**src/rtl/phy_rx_deserializer_if.sv**
```systemverilog
// Bundle of the two serial receive lanes and the recovered word stream.
// PHY_RX_WORD_COUNT_EN adds the word_count signal to the bundle.
interface phy_rx_deserializer_if;
    logic        data_in_0;
    logic        data_in_1;
    logic [31:0] data_out;
    logic        valid_out;
    logic        locked;
    logic        overflow;
`ifdef PHY_RX_WORD_COUNT_EN
    logic [15:0] word_count;

    modport master (output data_in_0, data_in_1,
                    input  data_out, valid_out, locked, overflow, word_count);
    modport slave  (input  data_in_0, data_in_1,
                    output data_out, valid_out, locked, overflow, word_count);
`else
    modport master (output data_in_0, data_in_1,
                    input  data_out, valid_out, locked, overflow);
    modport slave  (input  data_in_0, data_in_1,
                    output data_out, valid_out, locked, overflow);
`endif
endinterface

```
**src/rtl/phy_rx_deserializer.sv**
```systemverilog
// Two-lane receive deserializer: COM alignment, byte framing, 32-bit word assembly,
// per-lane skew FIFOs and lane-0/lane-1 un-striping. PHY_RX_WORD_COUNT_EN adds word_count.
module phy_rx_deserializer #(
    parameter logic [7:0] COM_SYM    = 8'hBC,
    parameter int         LOCK_COMS  = 4,
    parameter int         FIFO_DEPTH = 4
) (
    input  logic                  clk_32f,
    input  logic                  reset,
    phy_rx_deserializer_if.slave  bus
);
    localparam int PW = $clog2(FIFO_DEPTH);
    localparam logic [PW:0] DEPTH_C = FIFO_DEPTH[PW:0];

    typedef enum logic [1:0] {SEARCH, SYNC, LOCKED} lane_state_e;

    logic [1:0]  lane_bit;
    logic [1:0]  lane_locked;
    logic [1:0]  fifo_nonempty;
    logic [1:0]  fifo_pop;
    logic [1:0]  overflow_hit;
    logic [31:0] fifo_rd_data [2];

    assign lane_bit = {bus.data_in_1, bus.data_in_0};

    for (genvar gi = 0; gi < 2; gi++) begin : g_lane
        lane_state_e   state_q, state_d;
        logic [7:0]    shreg_q, shreg_d;
        logic [2:0]    bit_cnt_q, bit_cnt_d;
        logic [3:0]    com_cnt_q, com_cnt_d;
        logic [1:0]    byte_idx_q, byte_idx_d;
        logic [23:0]   word_q, word_d;
        logic          push_q, push_d;
        logic [31:0]   push_data_q, push_data_d;
        logic [PW-1:0] wr_ptr_q, wr_ptr_d, rd_ptr_q, rd_ptr_d;
        logic [PW:0]   count_q, count_d;
        logic [31:0]   mem [FIFO_DEPTH];
        logic          byte_done, full, wr_en;

        assign byte_done = (bit_cnt_q == 3'd7);

        always_comb begin
            shreg_d     = {shreg_q[6:0], lane_bit[gi]};
            state_d     = state_q;
            bit_cnt_d   = bit_cnt_q + 3'd1;
            com_cnt_d   = com_cnt_q;
            byte_idx_d  = byte_idx_q;
            word_d      = word_q;
            push_d      = 1'b0;
            push_data_d = push_data_q;
            unique case (state_q)
                SEARCH: if (shreg_d == COM_SYM) begin
                    state_d   = SYNC;
                    bit_cnt_d = 3'd0;
                    com_cnt_d = 4'd1;
                end
                SYNC: if (byte_done) begin
                    if (shreg_d == COM_SYM) begin
                        com_cnt_d = com_cnt_q + 4'd1;
                        if (com_cnt_d == 4'(LOCK_COMS)) begin
                            state_d    = LOCKED;
                            byte_idx_d = 2'd0;
                        end
                    end else begin
                        state_d   = SEARCH;
                        com_cnt_d = 4'd0;
                    end
                end
                // A COM in the first byte slot is idle; later slots take any value.
                LOCKED: if (byte_done && !(byte_idx_q == 2'd0 && shreg_d == COM_SYM)) begin
                    word_d     = {word_q[15:0], shreg_d};
                    byte_idx_d = byte_idx_q + 2'd1;
                    if (byte_idx_q == 2'd3) begin
                        push_d      = 1'b1;
                        push_data_d = {word_q, shreg_d};
                    end
                end
                default: state_d = SEARCH;
            endcase
        end

        // A pop in the same cycle frees the slot, so a push to a full FIFO still lands.
        assign full               = (count_q == DEPTH_C);
        assign wr_en              = push_q && (!full || fifo_pop[gi]);
        assign overflow_hit[gi]   = push_q && full && !fifo_pop[gi];
        assign fifo_nonempty[gi]  = (count_q != '0);
        assign fifo_rd_data[gi]   = mem[rd_ptr_q];
        assign lane_locked[gi]    = (state_q == LOCKED);

        always_comb begin
            wr_ptr_d = wr_ptr_q;
            rd_ptr_d = rd_ptr_q;
            count_d  = count_q;
            if (wr_en)
                wr_ptr_d = wr_ptr_q + PW'(1);
            if (fifo_pop[gi])
                rd_ptr_d = rd_ptr_q + PW'(1);
            if (wr_en && !fifo_pop[gi])
                count_d = count_q + (PW+1)'(1);
            else if (!wr_en && fifo_pop[gi])
                count_d = count_q - (PW+1)'(1);
        end

        always_ff @(posedge clk_32f) begin
            if (wr_en)
                mem[wr_ptr_q] <= push_data_q;
        end

        always_ff @(posedge clk_32f or negedge reset) begin
            if (!reset) begin
                state_q     <= SEARCH;
                shreg_q     <= '0;
                bit_cnt_q   <= '0;
                com_cnt_q   <= '0;
                byte_idx_q  <= '0;
                word_q      <= '0;
                push_q      <= 1'b0;
                push_data_q <= '0;
                wr_ptr_q    <= '0;
                rd_ptr_q    <= '0;
                count_q     <= '0;
            end else begin
                state_q     <= state_d;
                shreg_q     <= shreg_d;
                bit_cnt_q   <= bit_cnt_d;
                com_cnt_q   <= com_cnt_d;
                byte_idx_q  <= byte_idx_d;
                word_q      <= word_d;
                push_q      <= push_d;
                push_data_q <= push_data_d;
                wr_ptr_q    <= wr_ptr_d;
                rd_ptr_q    <= rd_ptr_d;
                count_q     <= count_d;
            end
        end
    end

    logic        sel_q, sel_d;
    logic [31:0] data_out_q, data_out_d;
    logic        valid_out_q, valid_out_d;
    logic        locked_q, locked_d;
    logic        overflow_q, overflow_d;

    // Only the lane whose turn it is may be popped, preserving order under skew.
    always_comb begin
        fifo_pop    = 2'b00;
        sel_d       = sel_q;
        data_out_d  = data_out_q;
        valid_out_d = 1'b0;
        if (fifo_nonempty[sel_q]) begin
            fifo_pop[sel_q] = 1'b1;
            data_out_d      = fifo_rd_data[sel_q];
            valid_out_d     = 1'b1;
            sel_d           = ~sel_q;
        end
    end

    always_comb begin
        locked_d   = &lane_locked;
        overflow_d = overflow_q | (|overflow_hit);
    end

    always_ff @(posedge clk_32f or negedge reset) begin
        if (!reset) begin
            sel_q       <= 1'b0;
            data_out_q  <= '0;
            valid_out_q <= 1'b0;
            locked_q    <= 1'b0;
            overflow_q  <= 1'b0;
        end else begin
            sel_q       <= sel_d;
            data_out_q  <= data_out_d;
            valid_out_q <= valid_out_d;
            locked_q    <= locked_d;
            overflow_q  <= overflow_d;
        end
    end

    assign bus.data_out  = data_out_q;
    assign bus.valid_out = valid_out_q;
    assign bus.locked    = locked_q;
    assign bus.overflow  = overflow_q;

`ifdef PHY_RX_WORD_COUNT_EN
    logic [15:0] word_count_q, word_count_d;

    always_comb begin
        word_count_d = word_count_q;
        if (valid_out_d && word_count_q != 16'hFFFF)
            word_count_d = word_count_q + 16'd1;
    end

    always_ff @(posedge clk_32f or negedge reset) begin
        if (!reset)
            word_count_q <= '0;
        else
            word_count_q <= word_count_d;
    end

    assign bus.word_count = word_count_q;
`endif
endmodule

```
**src/flat_wrapper.sv**
```systemverilog
// flat-port wrapper written by rule: the top's interface ports become plain ports
module phy_rx_deserializer_flat 
#(
    parameter logic [7:0] COM_SYM    = 8'hBC,
    parameter int         LOCK_COMS  = 4,
    parameter int         FIFO_DEPTH = 4
)
  (clk_32f, reset, bus_data_in_0, bus_data_in_1, bus_data_out, bus_valid_out, bus_locked, bus_overflow);
  phy_rx_deserializer_if bus_i ();
  input  logic clk_32f;
  input  logic reset;
  input wire logic [$bits(bus_i.data_in_0)-1:0] bus_data_in_0;
  input wire logic [$bits(bus_i.data_in_1)-1:0] bus_data_in_1;
  output wire logic [$bits(bus_i.data_out)-1:0] bus_data_out;
  output wire logic [$bits(bus_i.valid_out)-1:0] bus_valid_out;
  output wire logic [$bits(bus_i.locked)-1:0] bus_locked;
  output wire logic [$bits(bus_i.overflow)-1:0] bus_overflow;
  assign bus_i.data_in_0 = bus_data_in_0;
  assign bus_i.data_in_1 = bus_data_in_1;
  assign bus_data_out = bus_i.data_out;
  assign bus_valid_out = bus_i.valid_out;
  assign bus_locked = bus_i.locked;
  assign bus_overflow = bus_i.overflow;
  phy_rx_deserializer #(.COM_SYM(COM_SYM), .LOCK_COMS(LOCK_COMS), .FIFO_DEPTH(FIFO_DEPTH)) u_core (.clk_32f(clk_32f), .reset(reset), .bus(bus_i));
endmodule
```
**config.mk**
```make
export PLATFORM = sky130hd
export DESIGN_NAME = phy_rx_deserializer_flat
export DESIGN_NICKNAME = d
export VERILOG_FILES = /design/src/rtl/phy_rx_deserializer_if.sv /design/src/rtl/phy_rx_deserializer.sv /design/src/flat_wrapper.sv
export SDC_FILE = /design/constraint.sdc
export NUM_CORES = 1
export LEC_CHECK = 0
export ABC_AREA = 1
export BUFFER_PORTS_ARGS = -buffer_cell sky130_fd_sc_hd__buf_2
export CAP_MARGIN = 0
export CELL_PAD_IN_SITES_DETAIL_PLACEMENT = 1
export CELL_PAD_IN_SITES_GLOBAL_PLACEMENT = 2
export CORE_MARGIN = 8
export CORE_UTILIZATION = 43
export CTS_CLUSTER_DIAMETER = 200
export DETAILED_ROUTE_END_ITERATION = 7
export HOLD_SLACK_MARGIN = 0.15
export PLACE_DENSITY = 0.86
export SETUP_SLACK_MARGIN = 0.4
export SYNTH_ARGS = -nofsm -noshare
export SYNTH_HDL_FRONTEND = slang
export SYNTH_SLANG_ARGS = --single-unit
```
**constraint.sdc**
```tcl
create_clock -name clk_32f -period 3.6 [get_ports clk_32f]
set_input_delay 0.54 -clock clk_32f [delete_from_list [all_inputs] [get_ports clk_32f]]
set_output_delay 0.54 -clock clk_32f [all_outputs]
set_load 0.02 [all_outputs]
```
=== Word level (Yosys, flattened, before mapping) ===
Memories as Yosys holds them, arrays and structs flattened.
Cells that the tools add are included.

* Add/sub/neg operators: 14
* $mul: 0
* Divide/modulo/power cells: 0
* $lt $le $gt $ge: 3
* Equality and inequality tests: 26
* Shift operators: 0
* Muxes and demuxes: 55
* Bitwise logic cells: 5
* Reductions and logical operators: 49

{| class="wikitable"
|+ Operator list
! kind !! number
|-
| $mux W32 || 3
|-
| $mux W2 || 17
|-
| $mux W3 || 8
|-
| $mux W4 || 6
|-
| $eq A8 B8 Y1 const B || 2
|-
| $ne A2 B1 Y1 const B || 8
|-
| $pmux W4 S2 || 2
|-
| $logic_and A1 B1 Y1 || 15
|-
| $mux W1 || 14
|-
| $add A2 B1 Y2 const B || 6
|-
| $add A3 B1 Y3 const B || 4
|-
| $eq A3 B3 Y1 const B || 4
|-
| $pmux W2 S3 || 2
|-
| $reduce_and A3 Y1 || 4
|-
| $reduce_bool A2 Y1 || 6
|-
| $reduce_and A5 Y1 || 2
|-
| $add A4 B1 Y4 const B || 2
|-
| $eq A2 B2 Y1 const B || 4
|-
| $eq A4 B3 Y1 const B || 2
|-
| $logic_not A1 Y1 || 8
|-
| $logic_not A2 Y1 || 4
|-
| $pmux W2 S2 || 2
|-
| $reduce_and A4 Y1 || 2
|-
| $reduce_and A2 Y1 || 3
|-
| other kinds (15) || 22
|}

* Bits in registers: 200
* Latch bits: 0
* Memory bits (writable): 256
* Memory bits (read-only): 0
* Bits of input ports: 4
* Word-level logic and storage cells: 181
* Memories: 2

{| class="wikitable"
|+ Memory list
! memory !! words !! width !! rd ports !! clocked after memory_dff !! write ports !! RTL line !! source
|-
| u_core.g_lane[0].mem || 4 || 32 || 1 || 0 || 1 || phy_rx_deserializer.sv:37 || <nowiki>logic [31:0] mem [FIFO_DEPTH];</nowiki>
|-
| u_core.g_lane[1].mem || 4 || 32 || 1 || 0 || 1 || phy_rx_deserializer.sv:37 ||
|}

=== Longest topological paths before layout ===
Gate-level depths: netlist of run 1.

* Word-level depth: 11
* Mapped depth: 11
* Depth with buffers taken out: 11

=== Worst setup path after synthesis of run 1 ===
OpenSTA, ideal clock, no wires.

* Path type: reg2reg
* Start: reg u_core.sel_q
* End: mem u_core.g_lane[1].mem[0][0] (enable)
* Arrival: 2.362 ns
* Slack: 0.817 ns
* Cell stages (with the launch flop): 6
* Period minus slack after synthesis: 2.783 ns
* Cell sequence: dfrtp_1 buf_4 inv_2 a31oi_1 inv_1 nor2_1

* Longest elaborated chain between the ends: 9
* Elaborated cells between the ends (all ways): 12
* Those cells by class: 2 x order compare; 7 x mux; 3 x reduce/logical

{| class="wikitable"
|+ Ends and longest elaborated chain
! what !! RTL line !! source
|-
| from (decl) || phy_rx_deserializer.sv:138 || <nowiki>logic sel_q, sel_d;</nowiki>
|-
| from (signal assigned) || phy_rx_deserializer.sv:171 || <nowiki>sel_q <= sel_d;</nowiki>
|-
| $lt A1 B2 Y1 (not written as such) or $ge A1 B1 Y1 (tied branches) || phy_rx_deserializer.sv:151 || <nowiki>fifo_pop[sel_q] = 1'b1;</nowiki>
|-
| $logic_and A1 B1 Y1 (not written as such) || phy_rx_deserializer.sv:151 ||
|-
| $mux W1 (not written as such) || phy_rx_deserializer.sv:151 ||
|-
| $demux W1 S1 || n/a ||
|-
| $mux W2 (*) || phy_rx_deserializer.sv:150 || <nowiki>if (fifo_nonempty[sel_q]) begin</nowiki>
|-
| $logic_or A1 B1 Y1 (*) || phy_rx_deserializer.sv:84 || <nowiki>assign wr_en = push_q && (!full || fifo_pop[gi]);</nowiki>
|-
| $logic_and A1 B1 Y1 (*) || phy_rx_deserializer.sv:84 ||
|-
| net u_core.g_lane[1].wr_en || phy_rx_deserializer.sv:38 || <nowiki>logic byte_done, full, wr_en;</nowiki>
|-
| $mux W1 (*) || phy_rx_deserializer.sv:105 || <nowiki>if (wr_en)</nowiki>
|-
| $mux W1 (not written as such) (*) || phy_rx_deserializer.sv:106 || <nowiki>mem[wr_ptr_q] <= push_data_q;</nowiki>
|-
| to (decl) || phy_rx_deserializer.sv:37 ||
|}

The timed path passes the listed nets; every way through them passes the cells marked *. The select of a mux whose other input is x is not followed.

=== Worst setup path in the final report of run 1 ===
* Start: in bus_data_in_1
* End: reg u_core.g_lane[1].push_data_q[29]

* Longest elaborated chain between the ends: 5

{| class="wikitable"
|+ Ends and longest elaborated chain
! what !! RTL line !! source
|-
| from (decl) || flat_wrapper.sv:13 || <nowiki>input wire logic [$bits(bus_i.data_in_1)-1:0] bus_data_in_1;</nowiki>
|-
| $eq A8 B8 Y1 || phy_rx_deserializer.sv:70 || <nowiki>LOCKED: if (byte_done && !(byte_idx_q == 2'd0 && shreg_d == COM_SYM)) begin</nowiki>
|-
| $logic_and A1 B1 Y1 || phy_rx_deserializer.sv:70 ||
|-
| $logic_not A1 Y1 || phy_rx_deserializer.sv:70 ||
|-
| $logic_and A1 B1 Y1 || phy_rx_deserializer.sv:70 ||
|-
| $reduce_and A3 Y1 (no line) || n/a ||
|-
| to (signal assigned) || phy_rx_deserializer.sv:130 || <nowiki>push_data_q <= push_data_d;</nowiki>
|-
| to (decl) || phy_rx_deserializer.sv:34 || <nowiki>logic [31:0] push_data_q, push_data_d;</nowiki>
|}

Every way passes these cells.
A chain may end at the register's enable or synchronous reset.

==> results of run 1 <==
==> per-stage QoR <==
step	instances	total power [W]
floorplan	1524	0.005957
global placement	2048	0.006087
detailed placement	2048	0.006105
CTS	2143	0.01119
global route	2143	0.01146
finish	2144	0.01108
==> power groups by stage <==
stage,clock network [W],logic (W),registers (W)
final,0.00509,0.000401,0.00559
after detailed placement,0,0.000410,0.00569
after CTS,0.00518,0.000415,0.00559
after floorplan,0,0.000276,0.00568
after global placement,0,0.000396,0.00569
after global routing,0.00538,0.000483,0.00559
==> cell type report <==
class	instances	share of cell area [%]
Inverter	113	2.075
Sequential cell	456	62.11
Antenna cell	1	0.01224
Clock inverter	27	1.322
Multi-Input combinational cell	880	22.43
Timing Repair Buffer	63	2.051
Tap cell	539	3.299
Clock buffer	65	6.697
==> flip-flops by register name, summed over array words and instances (netlist names), 2 cells and up <==
register                   flops
u_core.g_lane.bit_cnt_q        6
u_core.g_lane.byte_idx_q       4
u_core.g_lane.com_cnt_q        8
u_core.g_lane.state_q          4
u_core.g_lane.wr_ptr_q         4
u_core.g_lane.rd_ptr_q         4
u_core.g_lane.mem            256
u_core.g_lane.push_q           2
u_core.g_lane.push_data_q     64
u_core.g_lane.count_q          6
u_core.bus.data_out           32
u_core.g_lane.word_q          48
u_core.g_lane.shreg_q         14
==> cell usage in the layout, fill, tap and decap left out, types with 5 or more instances in the layout <==
cell and n:
sky130_fd_sc_hd__a21oi_1 5, sky130_fd_sc_hd__buf_2 37, sky130_fd_sc_hd__buf_4 20, sky130_fd_sc_hd__bufinv_16 5, sky130_fd_sc_hd__clkbuf_1 10, sky130_fd_sc_hd__clkbuf_16 51
sky130_fd_sc_hd__clkbuf_8 5, sky130_fd_sc_hd__clkinv_1 6, sky130_fd_sc_hd__clkinv_2 10, sky130_fd_sc_hd__dfrtp_1 197, sky130_fd_sc_hd__edfxtp_1 256, sky130_fd_sc_hd__ha_1 26
sky130_fd_sc_hd__inv_1 105, sky130_fd_sc_hd__inv_2 8, sky130_fd_sc_hd__nand2_1 275, sky130_fd_sc_hd__nand3_1 49, sky130_fd_sc_hd__nand4_1 7, sky130_fd_sc_hd__nor2_1 146
sky130_fd_sc_hd__nor2_2 10, sky130_fd_sc_hd__o211ai_1 64, sky130_fd_sc_hd__o21a_1 32, sky130_fd_sc_hd__o21ai_0 185, sky130_fd_sc_hd__o21ai_1 14, sky130_fd_sc_hd__o21ai_2 8
sky130_fd_sc_hd__o21bai_1 32, sky130_fd_sc_hd__xor2_1 8
==> metal layers <==
layer  wire length [um]  part of all wire [%]
met2              21020                    49
met3               1713                   4.0
met4               1018                   2.4
met5                  0                     0
met1              18750                    44
==> timing repair <==
item                                   CTS  global route
hold buffers                             3             0
endpoints found under the hold margin   92             0
setup endpoints to repair                0             0
setup buffers                            0             0
==> worst max-delay path, delay by kind of cell <==
kind                   cells  cell delay (ns)
buffers and inverters      4             0.98
and+or+nand+nor            8             1.21
==> logic make-up after synthesis <==
kind of cell    count (synthesis)  synth area share [%]
mux                             2                0.1242
fa+ha+maj                      28                 2.015
xor+xnor                       11                0.5314
compound gates                345                 11.53
simple gates                  494                 10.97
flops                         456                 70.01
buf+inv                       188                 4.817
==> worst paths after layout <==
path / slack (ns) / start / to / cells after the start
max: 1.32 / bus_data_in_1 / u_core.g_lane[1].push_data_q[29]$_DFFE_PN0P_ / 12
min: 0.38 / u_core.g_lane[0].shreg_q[5]$_DFF_PN0_ / u_core.g_lane[0].shreg_q[6]$_DFF_PN0_ / 0
max reg2reg: 1.36 / u_core.g_lane[1].state_q[0]$_DFFE_PN0P_ / u_core.g_lane[1].push_data_q[29]$_DFFE_PN0P_ / 8
min reg2reg: 0.38 / u_core.g_lane[0].shreg_q[5]$_DFF_PN0_ / u_core.g_lane[0].shreg_q[6]$_DFF_PN0_ / 0
max in group asynchronous: 2.15 / reset / u_core.g_lane[0].com_cnt_q[0]$_DFFE_PN0P_ / 3
min in group asynchronous: 0.64 / reset / u_core.g_lane[1].wr_ptr_q[1]$_DFFE_PN0P_ / 2
==> metrics.cfg, run 1 <==
[cells_and_area]
layout_nets=1595
multiInputGateArea_mm2=0.004584
area_growth_syn_to_layout_pct=12.74
final_layout_size_suffix_gt1_share_pct=10.85
num-fill-cells=4323
final_core_util_pct=48.95
final-seq-area_mm2=0.01270
post-route-cell-area_mm2=0.02044

[clocking]
cts-buffers-inserted=49
postCtsResizedCells=0
clk_pin_slew_worst_paths_ns=0.06
clock_latency_ns=0.58
tritoncts=built
clkSinkCount=456
clk_path_buf_depth=3
clock_tree_root_buffer_cell=sky130_fd_sc_hd__clkbuf_16
cts-htree-levels=2

[die]
initial_core_util_pct=43.42
core.rowCount=75
die_height_um=221.3
floorplan.die.width_um=221.3
io_pins=39
die_area_mm2=0.04899
core_area_mm2=0.04176

[logic_synthesis]
synth-async-reset-ratio_pct=43.86
synth_enable_flop_cells=256
ys_top_cells_by_count=275 x sky130_fd_sc_hd__nand2_1, 256 x sky130_fd_sc_hd__edfxtp_1, 200 x sky130_fd_sc_hd__dfrtp_1, 185 x sky130_fd_sc_hd__o21ai_0, 154 x sky130_fd_sc_hd__nor2_1
synth.most_common_cell=sky130_fd_sc_hd__nand2_1
synth_area_leaders=sky130_fd_sc_hd__edfxtp_1 42%, sky130_fd_sc_hd__dfrtp_1 28%, sky130_fd_sc_hd__nand2_1 5.7%
ys_types=36
yosys.area.top_type_share_pct=42.40
yosys_register_bits=456
share_of_synthesized_area_occupied_by_flip_flops_and_latches_pct=70.01
synth_area_per_cell_um2=11.90
syn_nets=1556
biggest_area_consumer_among_synthesized_cells=sky130_fd_sc_hd__edfxtp_1
synth_cells=1524
yosys_most_used_dff=sky130_fd_sc_hd__edfxtp_1
yosys_warnings=0
synthesis.area_mm2=0.01813

[timing]
clock_skew_ns=0.01139
grt_setup_unrepaired=false
fin_crit_sh_pct=63.38
finalSetupViolations=0
min_period_ns=2.282
hold-worst-slack_ns=0.3825
report.final.slew_viol_count=0
finalWorstSetupSlack_ns=1.318
tightest_slew_ns=1.051
timing.final.hold_violations=0
fin_tns_setup_ns=0
max_freq_mhz=438.3
slew_limit_headroom_pct=29.94

[route]
route.final.wire_length_um=42500
number_of_remaining_drc_errors=0
viasPerCell=5.299
wl_per_cell_um=19.82
drt_first_pass_iters=5
antenna_violating_nets_post_route=0
vias=11362
detailedRoute.firstIterationViolations=901

[grt]
first_global_vias=12287
grt_first_pass_wirelength_um=68390
grt_util_met2_pct=29.57
track_usage_pct=17.41
grt_antenna_before_repair=1
grt_util_met1_pct=22.55
grt_max_degree=93
met3_usage_pct=3.293
total_global_routing_overflow=0
global_route.peak_usage_layer=met2

[pwr]
peakVddDrop_mv=0.3281
share_seq_of_total_power_pct=50.4
switching_part_of_the_total_power_pct=21.38
power.share.combinational_pct=3.6
power_density_mw_per_mm2=542.1
p_sw_w=0.002369
power_leakage_nw=8.635
cell_internal_pwr_w=0.008711
clock_group_share_of_total_power_pct=45.9

[worst_setup_path]
slowest_delay_ns=0.52
critical_path.most_common_cell=sky130_fd_sc_hd__nand2_1
timing.critical_path.cells=dlygate4sd3_1, buf_2, inv_1, nand2_1, nor2_2, nand3_2, nand2_4, nor2_8, nand2_4, inv_2, nand2_1, nand2_1
slowest_stage=sky130_fd_sc_hd__dlygate4sd3_1
critPathKind=input port to flip-flop
worstPathArrival_ns=2.79
critical_path.endpoint_type=flip-flop
worstPathRequired_ns=4.11
start_kind=input port
cp_max_fo=57

[status]
run_status=finished clean

[placed_design]
cell_area_reported_after_detailed_placement_mm2=0.01877
place_congestion=0.7820
detailedPlacementHpwl_um=26310
port-buffer-count=38
pre_cts_ws_ns=1.231

[min_path]
min-delay-path-class=flip-flop to flip-flop

[job]
maxCapViolations=0

Power figures use the tool's default switching activity.
==> run 2: changes to the inputs <==
--- a/config.mk
+++ b/config.mk
@@ -5,17 +5,17 @@
 export SDC_FILE = /design/constraint.sdc
 export NUM_CORES = 1
 export LEC_CHECK = 0
-export ABC_AREA = 1
+export ABC_AREA = 0
 export BUFFER_PORTS_ARGS = -buffer_cell sky130_fd_sc_hd__buf_2
 export CAP_MARGIN = 0
 export CELL_PAD_IN_SITES_DETAIL_PLACEMENT = 1
 export CELL_PAD_IN_SITES_GLOBAL_PLACEMENT = 2
 export CORE_MARGIN = 8
-export CORE_UTILIZATION = 43
+export CORE_UTILIZATION = 48
 export CTS_CLUSTER_DIAMETER = 200
 export DETAILED_ROUTE_END_ITERATION = 7
 export HOLD_SLACK_MARGIN = 0.15
-export PLACE_DENSITY = 0.86
+export PLACE_DENSITY = 0.87
 export SETUP_SLACK_MARGIN = 0.4
 export SYNTH_ARGS = -nofsm -noshare
 export SYNTH_HDL_FRONTEND = slang
==> constraint.sdc (replaced) <==
create_clock -name clk_32f -period 2.3 [get_ports clk_32f]
set_input_delay 0.345 -clock clk_32f [delete_from_list [all_inputs] [get_ports clk_32f]]
set_output_delay 0.345 -clock clk_32f [all_outputs]
set_load 0.02 [all_outputs]
==> run 2 against run 1 <==
Net effect:
- combinational power rose to 14 times the previous value
- first-iteration DRC count down 33%
- register-to-register slack worse by 0.98 ns
- via count down 19%
==> metrics.cfg, run 2 <==
[grt]
grt_first_pass_wirelength_um=61970  ; -9.4%
total_global_routing_overflow=0  ; unchanged
track_usage_pct=18.42  ; +1.0 points
first_global_vias=10046  ; -18%
grt_max_degree=66  ; -29%
grt_antenna_before_repair=0  ; -1

[clocking]
clkSinkCount=456  ; unchanged
clk_pin_slew_worst_paths_ns=0.06  ; about the same
cts-buffers-inserted=46  ; -6.1%
tritoncts=built
clk_path_buf_depth=3  ; unchanged
clock_tree_root_buffer_cell=sky130_fd_sc_hd__clkbuf_16
clock_latency_ns=0.56  ; -0.02 ns
cts-htree-levels=2  ; unchanged

[die]
die_height_um=208.9  ; -5.6%
floorplan.die.width_um=208.9  ; -5.6%
die_area_mm2=0.04363  ; -11%
core_area_mm2=0.03661  ; -12%
io_pins=39  ; unchanged
core.rowCount=70  ; -6.7%
initial_core_util_pct=48.77  ; +5.4 points

[logic_synthesis]
synth_area_per_cell_um2=18.20  ; +53%
biggest_area_consumer_among_synthesized_cells=sky130_fd_sc_hd__edfxtp_1
yosys_most_used_dff=sky130_fd_sc_hd__edfxtp_1
synth-async-reset-ratio_pct=43.86  ; unchanged
ys_top_cells_by_count=256 x sky130_fd_sc_hd__edfxtp_1, 200 x sky130_fd_sc_hd__dfrtp_1, 84 x sky130_fd_sc_hd__mux2_2, 64 x sky130_fd_sc_hd__mux4_2, 41 x sky130_fd_sc_hd__nor2_1
synthMuxAreaShare_pct=17.13  ; +17 points
syn_nets=1013  ; -35%
synth_cells=981  ; -36%
combinational_family_with_the_most_area_after_synthesis=multiplexers
share_of_synthesized_area_occupied_by_flip_flops_and_latches_pct=71.08  ; +1.1 points
yosys_register_bits=456  ; unchanged
synth_area_leaders=sky130_fd_sc_hd__edfxtp_1 43%, sky130_fd_sc_hd__dfrtp_1 28%, sky130_fd_sc_hd__mux4_2 8.1%
ys_types=60  ; +67%
yosys.area_share.adder_pct=2.046  ; +0.031 points
yosys.area.top_type_share_pct=43.05  ; +0.65 points
synth-compound-area-share_pct=3.553  ; -8.0 points
yosys.area_share.simple_pct=3.665  ; -7.3 points
synth-xor-area-share_pct=0.5886  ; +0.057 points
synthesis.area_mm2=0.01786  ; -1.5%
yosys_warnings=0  ; unchanged
synth.most_common_cell=sky130_fd_sc_hd__edfxtp_1
synth_enable_flop_cells=256  ; unchanged

[worst_setup_path]
worstPathRequired_ns=2.77  ; -1.34 ns
slowest_stage=sky130_fd_sc_hd__dfrtp_1
slowest_delay_ns=0.43  ; -0.09 ns
timing.reg2reg.worst_path_depth=8  ; unchanged
critical_path.endpoint_type=flip-flop
critical_path.most_common_cell=sky130_fd_sc_hd__xor2_1
timing.critical_path.cells=buf_8, a31oi_2, ha_4, inv_2, fa_2, xor2_1, nor2_1, xor2_1
cp_max_fo=5  ; -91%
critPathKind=flip-flop to flip-flop
worstPathArrival_ns=2.38  ; -0.41 ns
start_kind=flip-flop

[placed_design]
place_congestion=0.7605  ; -2.7%
port-buffer-count=38  ; unchanged
detailedPlacementHpwl_um=23600  ; -10%

[pwr]
fin_total_pwr_w=0.02282  ; +110%
switching_part_of_the_total_power_pct=29.99  ; +8.6 points
power_leakage_nw=7.833  ; -9.3%
share_seq_of_total_power_pct=42.7  ; -7.7 points
cell_internal_pwr_w=0.01598  ; +83%
clock_group_share_of_total_power_pct=32.0  ; -14 points
p_sw_w=0.006844  ; +190%
power_density_mw_per_mm2=1087  ; +100%
peakVddDrop_mv=0.6373  ; +94%
power.share.combinational_pct=25.3  ; +22 points

[route]
detailroute.wirelength.met2_um=20740  ; -1.3%
drt_first_pass_iters=4  ; -1
detailedRoute.firstIterationViolations=606  ; -33%
routed_length_on_met1_um=18010  ; -3.9%
antenna_violating_nets_post_route=0  ; unchanged
vias=9167  ; -19%
route.final.wire_length_um=41490  ; -2.4%
number_of_remaining_drc_errors=0  ; unchanged
wl_per_cell_um=25.93  ; +31%
viasPerCell=5.729  ; +8.1%
met3RoutedLength_um=1659  ; -3.2%
top_layer_used=met4

[status]
run_status=finished clean

[min_path]
min-delay-path-class=input port to asynchronous set/reset pin

[cells_and_area]
layout_nets=1126  ; -29%
layout.cells.most_common=sky130_fd_sc_hd__edfxtp_1
mostFrequentLayoutCells=256 x sky130_fd_sc_hd__edfxtp_1, 193 x sky130_fd_sc_hd__dfrtp_1, 84 x sky130_fd_sc_hd__mux2_2
final_layout_size_suffix_gt1_share_pct=37.10  ; +26 points
top_regs=u_core.g_lane.mem x256, u_core.g_lane.push_data_q x64, u_core.g_lane.word_q x48
multiInputGateArea_mm2=0.005042  ; +10%
num-fill-cells=3195  ; -26%
n_antenna_cell=0  ; -1
largest-register=u_core.g_lane.mem
largest_reg_flops=256  ; unchanged
final-seq-area_mm2=0.01270  ; about the same
area_growth_syn_to_layout_pct=17.60

[timing]
clock_skew_ns=0.01965  ; +0.008254 ns
timing.final.hold_violations=0  ; unchanged
max_freq_mhz=522.0
tightest_slew_ns=0.5576  ; -0.4933 ns
fin_tns_setup_ns=0  ; unchanged
hold-worst-slack_ns=0.3262  ; -0.05625 ns
slew_limit_headroom_pct=62.83  ; +33 points
finalSetupViolations=0  ; unchanged
fin_crit_sh_pct=83.29
grt_setup_unrepaired=true
min_period_ns=1.916
report.final.slew_viol_count=0  ; unchanged

[job]
maxCapViolations=0  ; unchanged

## run 2: cell types whose count changed after synthesis, sizes merged, moves of 15 or more
cell    delta
o21ai    -197
clkbuf    -20
mux2     +112
and2      +15
o21a      -32
o21bai    -32
mux4      +64
inv       -88
nand2    -244
o211ai    -62
nand3     -45
a21oi     +30
nor2     -114
mux2i     +22
## run 2: path summary, 6_finish.rpt
| kind | start | end | slack, ns |
|---|---|---|---|
| setup / recovery | u_core.sel_q$_DFFE_PN0N_ | u_core.g_lane[0].count_q[2]$_DFFE_PN0P_ | 0.38 |
| hold / removal | reset | u_core.g_lane[0].count_q[2]$_DFFE_PN0P_ | 0.33 |
| setup reg to reg | u_core.sel_q$_DFFE_PN0N_ | u_core.g_lane[0].count_q[2]$_DFFE_PN0P_ | 0.38 |
| hold reg to reg | u_core.g_lane[0].bit_cnt_q[0]$_DFF_PN0_ | u_core.g_lane[0].bit_cnt_q[0]$_DFF_PN0_ | 0.43 |
| max in group asynchronous | reset | u_core.g_lane[0].shreg_q[4]$_DFF_PN0_ | 1.21 |
| min in group clk_32f | u_core.g_lane[0].bit_cnt_q[0]$_DFF_PN0_ | u_core.g_lane[0].bit_cnt_q[0]$_DFF_PN0_ | 0.43 |
## run 2: layout make-up
type	instances	area share, %
clock buffer	58	5.988
clock inverter	28	1.019
inverter	25	0.4648
multi-input combinational	458	24.01
sequential	456	60.48
tap	468	2.789
timing repair buffer	107	5.243
## run 2: critical path: cells and delay by family (launching register included)
kind / cells / cell delay (ns)
adder cells (fa/ha/maj): 2 / 0.54
flip-flops: 1 / 0.43
XOR/XNOR: 2 / 0.33
AO/OA/AOI/OAI: 1 / 0.22
buffers and inverters: 2 / 0.20
AND/OR/NAND/NOR: 1 / 0.12
## run 2: timing repair
item / 4_1_cts / 5_1_grt
cloned: 2 / 6
resized for setup: 28 / 32
pin swaps: 10 / 10
hold buffers: 3 / 0
endpoints found under the hold margin: 87 / 0
endpoints found under the setup margin: 224 / 170
setup buffers: 10 / 19
## run 2: through the flow
stage | setup WS [ns] | area, um2 | std cells | util (%)
6_report | 0.3844 | 21000 | 1600 | 57.36
4_1_cts | 0.3498 | 20570 | 1575 | 56.20
3_5_place_dp | 0.1221 | 18840 | 1474 | 51.47
3_3_place_gp | 0.1672 | 18840 | 1474 | 51.47
2_1_floorplan | 0.2718 | 17880 | 981 | -
5_1_grt | 0.2825 | 21000 | 1600 | 57.36
## run 2: cells by family after synthesis
group	Yosys count
buf+inv	67
fa+ha+maj	28
compound gates	94
xor+xnor	12
simple gates	124
mux	200
flops	456
## run 2: power by group through the flow
stage / logic (W) / registers, W / clock network [W]
2_1_floorplan: 0.00311 / 0.0101 / 0
3_3_place_gp: 0.00508 / 0.00984 / 0
3_5_place_dp: 0.00521 / 0.00989 / 0
4_1_cts: 0.00541 / 0.00977 / 0.00741
5_1_grt: 0.00621 / 0.00982 / 0.00771
6_report: 0.00577 / 0.00975 / 0.00730
## run 2: per-layer routing
layer,global-route usage (%),up-vias
met4,6.124,0
met2,30.95,199
li1,-,3975
met3,2.679,71
met5,0,-
met1,24.54,4922
